### config.mk
export PLATFORM = sky130hd
export DESIGN_NAME = stream_mux4_rr
export DESIGN_NICKNAME = d
export VERILOG_FILES = /design/src/rtl/stream_mux4_rr.sv
export SDC_FILE = /design/constraint.sdc
export NUM_CORES = 1
export LEC_CHECK = 0
export BUFFER_PORTS_ARGS = -buffer_cell sky130_fd_sc_hd__buf_2
export CAP_MARGIN = 20
export CORE_MARGIN = 2
export CORE_UTILIZATION = 35
export CTS_CLUSTER_DIAMETER = 30
export CTS_CLUSTER_SIZE = 10
export DETAILED_ROUTE_END_ITERATION = 8
export SLEW_MARGIN = 0
export SYNTH_ARGS = -nofsm -noshare
export SYNTH_HDL_FRONTEND = slang
export SYNTH_SLANG_ARGS = --single-unit
### constraint.sdc
create_clock -name clk -period 3.18 [get_ports clk]
set_input_delay 0.477 -clock clk [delete_from_list [all_inputs] [get_ports clk]]
set_output_delay 0.477 -clock clk [all_outputs]
set_load 0.005 [all_outputs]
### src/rtl/stream_mux4_rr.sv
// stream_mux4_rr: 4-to-1 valid/ready merge with a burst-locked grant and a registered output beat.
// Arbitration is round-robin by default; define STREAM_MUX_PRIO_EN to make it fixed priority (channel 0 highest).
module stream_mux4_rr #(
  parameter int DATA_W    = 8,
  parameter int BURST_LEN = 4
) (
  input  logic                clk,
  input  logic                rst,
  input  logic [3:0]          in_valid,
  input  logic [4*DATA_W-1:0] in_data,
  output logic [3:0]          in_ready,
  output logic                out_valid,
  output logic [DATA_W-1:0]   out_data,
  output logic [1:0]          out_sel,
  input  logic                out_ready
);

  // state | meaning
  // IDLE  | no grant held; pick the next requester (costs one clock)
  // BURST | granted channel feeds the output stage, up to BURST_LEN beats
  typedef enum logic {IDLE, BURST} state_t;

  state_t            state;
  logic [1:0]        grant;
  logic [1:0]        last_grant;
  logic [4:0]        count;

  logic              stage_free;
  logic              grant_valid;
  logic              in_xfer;
  logic              out_xfer;
  logic              burst_done;
  logic [DATA_W-1:0] grant_data;
  logic              arb_hit;
  logic [1:0]        arb_pick;
  logic [1:0]        cand;

  assign stage_free  = !out_valid || out_ready;
  assign grant_valid = in_valid[grant];
  assign grant_data  = in_data[grant*DATA_W +: DATA_W];
  assign in_xfer     = (state == BURST) && grant_valid && stage_free;
  assign out_xfer    = out_valid && out_ready;
  assign burst_done  = (count == 5'(BURST_LEN - 1));
  assign in_ready    = (!rst && state == BURST && stage_free) ? (4'b0001 << grant) : 4'b0000;

  // Descending loops so the highest-priority candidate is the last one assigned.
  always_comb begin
    arb_hit  = 1'b0;
    arb_pick = 2'd0;
    cand     = 2'd0;
`ifdef STREAM_MUX_PRIO_EN
    for (int k = 3; k >= 0; k--) begin
      cand = 2'(k);
      if (in_valid[cand]) begin
        arb_hit  = 1'b1;
        arb_pick = cand;
      end
    end
`else
    for (int k = 4; k >= 1; k--) begin
      cand = last_grant + 2'(k);
      if (in_valid[cand]) begin
        arb_hit  = 1'b1;
        arb_pick = cand;
      end
    end
`endif
  end

  always_ff @(posedge clk or posedge rst) begin
    if (rst) begin
      state      <= IDLE;
      grant      <= 2'd0;
      last_grant <= 2'b11;
      count      <= 5'd0;
      out_valid  <= 1'b0;
      out_data   <= '0;
      out_sel    <= 2'b00;
    end else begin
      case (state)
        IDLE: begin
          if (arb_hit) begin
            state <= BURST;
            grant <= arb_pick;
            count <= 5'd0;
          end
        end
        BURST: begin
          if (!grant_valid) begin
            state      <= IDLE;
            last_grant <= grant;
            count      <= 5'd0;
          end else if (in_xfer) begin
            if (burst_done) begin
              state      <= IDLE;
              last_grant <= grant;
              count      <= 5'd0;
            end else begin
              count <= count + 5'd1;
            end
          end
        end
        default: state <= IDLE;
      endcase

      // Release never touches the output stage; a pending beat waits for out_ready.
      if (in_xfer) begin
        out_valid <= 1'b1;
        out_data  <= grant_data;
        out_sel   <= grant;
      end else if (out_xfer) begin
        out_valid <= 1'b0;
      end
    end
  end

endmodule

# == Word level (Yosys, flattened, before mapping) ==
# Index checks and enable logic that the tools add are counted.
# word_totals
output_inout_bits,15
elab_cells,70
ff_bits,21
# op_classes
n_eq_ne,5
shifts,2
reduce_logical,12
n_bitwise,1
n_mux,34
n_addsub,4
order_cmp,5
# ops
op,count
32-bit by 6-bit variable part select with 8-bit output,1
5-bit two-way mux,4
"2-bit by 3-bit less-than comparator with 1-bit output, second input constant",5
1-bit two-way mux,15
2-bit two-way mux,7
1-bit binary-select mux with 2-bit select,5
5-bit one-hot mux with 2 select lines,1
"5-bit by 1-bit adder with 5-bit output, second input constant",1
"5-bit by 2-bit equality test with 1-bit output, second input constant",1
1-bit logical AND,5
"2-bit adder, second input constant",2
4-bit two-way mux,1
"2-bit by 1-bit != test with 1-bit output, second input constant",2
2-bit AND reduction,2
"1-bit by 2-bit << shifter with 4-bit output, first input constant",1
"3-bit by 2-bit != test with 1-bit output, second input constant",1
3-bit AND reduction,1
"2-bit by 1-bit adder with 2-bit output, second input constant",1
1-bit logical NOT,2
"2-bit != test, second input constant",1
1-bit one-hot mux with 2 select lines,1
2-bit nonzero test,1
1-bit logical OR,1
1-bit inverter,1

# == Depth between registers and ports, before layout ==
# depth
word_depth,8
mapped_depth,5

# == Worst setup path after synthesis ==
# No wires, ideal clock.
# synth_path
kind,register to register
start,reg grant[0]
end,reg out_data[0]
n_path_buf,1
t_required_ns,3.052
slack_ns,1.562
synth_period_minus_slack_ns,1.618
arrival_ns,1.491
stages_incl_launch_ff,5
cell_sequence,dfrtp_1 buf_6 mux4_2 nand3_4 mux2_1
# synth_via
elab_chain_len,4
elab_cells_between_ends,5
# synth_lines
item,line,rtl
start: declaration,24,logic [1:0] grant;
start signal: assignment,84,grant <= arb_pick;
branches (longest 4 deep; another with 32-bit by 6-bit variable part select with 8-bit output),--,
end signal: assignment,109,out_data <= grant_data;
end: declaration,13,"output logic [DATA_W-1:0] out_data,"
# Parallel ways; which one is timed is not known. The select of a mux whose other input is x is not followed.
# A chain may end at the register's enable or synchronous reset.

# == Worst setup path in the final report ==
# layout_path
start,reg grant[0]
end,reg out_data[2]
# Same word-level chain as after synthesis.

==> reports/qor.csv <==
stage;metric;value;unit
routing;total iterations of the first detailed-routing run;4;
power;Worst VDD drop;0.000367;V
layout;share of layout cells above drive strength 1;0.468;
power;PD cells;768;nW/um^2
grt;met2 GRT Util;0.236;
power;leakage power figure;0.763;nW
die;Initial Util;0.371;
yosys;Yosys reg bits;21;
layout;Final #Nets;195;
yosys;register area share after synthesis;0.417;
grt;global-route wire length before repair;4730;um
timing;fin worst setup slack;1070;ps
clocking;clk buf depth;2;
yosys;Gate Count Post-Synth;102;
setup_path;crit path max fanout;16;
setup_path;worst path required time;3380;ps
setup_path;slowest CP cell;dfrtp_1;
timing;fmax;473;MHz
timing;Post-Route Setup TNS;0;ps
setup_path;Worst setup SP type;flop;
die;Chip Height;64.1;um
timing;Slew HR;0.481;
clocking;setup bufs post-CTS;0;
timing;Final Skew;4.04;ps
grt;GR Util met3;0.0405;
timing;Final min period;2110;ps
yosys;synth unique cells;33;
place;routability cong.;0.893;
routing;routed len/inst;14.2;um
setup_path;crit path DAT;2310;ps
setup_path;crit-path cells;mux4_2, nand3_4, mux2_1;
clocking;CTS clk-pin slew, worst paths;120;ps
timing;worst slew pin tran;778;ps
yosys;Post-Syn Nets;142;
place;worst slack, placed;1030;ps
clocking;cts hold-fix bufs;0;
grt;global routing usage on met1;0.199;
routing;Iteration-0 DRC Markers;15;
yosys;Most used DFF post-synth;dfrtp_1;
yosys;Cell Area, Synth;1270;um^2
yosys;Synth Warn #;0;
clocking;CTS buffer count;3;
grt;initial antenna violation count;0;
clocking;cts repair resizes;0;
grt;GRT Util Overall;0.146;
setup_path;CP Capture Type;flop;
die;DIE WIDTH;64.1;um
grt;gr ovfl total;0;
clocking;Clock Latency Late Sink;300;ps
layout;antenna diode count;0;
grt;vias in the first global route;1038;
routing;Detail Route Antenna Nets;0;
clocking;CTS tree;yes;
timing;Final setup viols;0;
setup_path;Buffers & Inverters on Critical Path;0;
die;row count;21;
run;max cap viols;0;
setup_path;slowest stage delay, CP;800;ps
status;run status;completed;
grt;GRT busiest layer;met2;
place;input/output buffers;53;
die;total die area;4110;um^2
grt;largest net degree at the start of global routing;22;
routing;vias;1033;
yosys;syn avg cell area;12.4;um^2
clocking;root buffer cell;clkbuf_4;
routing;Post-Route WL;2850;um
setup_path;critical path class;flop to flop;
routing;drt via density;5.17;
yosys;number of flops mapped to enable cells by yosys;0;
timing;setup repair after global routing missed its margin;no;
clocking;total clock sinks;21;
die;Ports;54;
die;CORE AREA;3420;um^2
routing;drt drc;0;
clocking;H-tree Lvls;1;
layout;Layout fillers;340;
timing;fin. max-slew vios;0;
min_path;HP Class;primary input to async pin;
setup_path;top cell family by delay on the critical path;multiplexers;
layout;Area Growth Syn to Fin;25.4;%
place;Post-DP HPWL;2180;um
yosys;share of synthesized registers carrying an async set or reset;1.00;
timing;Final Hold Fails;0;
timing;fin crit share;0.664;
## power by group
| part | leakage [nW] | switching, mW | internal (mW) |
|---|---|---|---|
| clock | 0.0177 | 0.0822 | 0.0469 |
| sequential | 0.252 | 0.142 | 0.389 |
| combinational | 0.493 | 0.225 | 0.334 |
## flip-flops by register name, indices dropped and copies added, names as in the netlist
register,cells
out_sel,2
out_valid,1
count,5
state,1
last_grant,2
grant,2
out_data,8
## worst paths after layout
path	startpoint	to	slack, ps	cells after the start
min in group clk	in_valid[3]	grant[1]	490	3
setup / recovery	grant[0]	out_data[2]	1070	3
max in group asynchronous	rst	count[0]	2390	2
setup reg to reg	grant[0]	out_data[2]	1070	3
hold / removal	rst	state	310	2
hold reg to reg	out_data[4]	out_data[4]	500	1
## cell type report
type | count | area, um^2 | area share
Clock buffer | 3 | 22.5 | 0.0142
Multi-Input combinational cell | 75 | 706 | 0.444
Timing Repair Buffer | 53 | 265 | 0.167
Inverter | 1 | 3.75 | 0.00236
Sequential cell | 21 | 528 | 0.333
Tap cell | 46 | 57.6 | 0.0362
Clock inverter | 1 | 5.00 | 0.00315
## cells by family after synthesis
kind of cell	share of synthesized area
simple gates	0.168
mux	0.299
fa+ha+maj	0.00988
flops	0.417
xor+xnor	0.00692
compound gates	0.0731
buf+inv	0.0257
## cells in the mapped netlist, types with 3 or more instances
| master | instances | area share |
|---|---|---|
| mux4_2 | 4 | 0.071 |
| mux2_4 | 3 | 0.036 |
| dfrtp_1 | 19 | 0.38 |
| nor2_1 | 9 | 0.027 |
| nand2_1 | 5 | 0.015 |
| mux2_1 | 10 | 0.089 |
| nor2b_1 | 4 | 0.020 |
| nand2b_1 | 5 | 0.025 |
| o21ai_0 | 3 | 0.012 |
| mux4_1 | 5 | 0.10 |
## metrics by stage
step           cells  hold slack, ps  area, um^2  total power, mW   util
4_1_cts          200             331        1590             1.24  0.465
5_1_grt          200             375        1590             1.32  0.465
3_3_place_gp     196             471        1560             1.08  0.457
2_1_floorplan    102             452        1270            0.935      -
3_5_place_dp     196             479        1560             1.11  0.457
6_report         200             307        1590             1.22  0.465
## worst reg2reg max path, cell delays in order, from the launching register on
cell,delay (ps)
dfrtp_1,800
mux4_2,670
nand3_4,200
mux2_1,350
## layout by cell type, fill, tap and decap left out, drive strengths merged, types with 3 or more instances in the layout
cell,count
buf,53
dfrtp,19
mux4,9
nand3,3
nor2b,4
o21ai,5
mux2,13
nand2,7
nand2b,5
nor2,10
clkbuf,3
## metal layers
| metal | vias up | routed length (um) |
|---|---|---|
| met5 | - | 0 |
| met4 | 0 | 14 |
| met3 | 2 | 213 |
| met2 | 46 | 1320 |
| met1 | 497 | 1300 |
| li1 | 488 | - |
(Power assumes the default switching activity.)
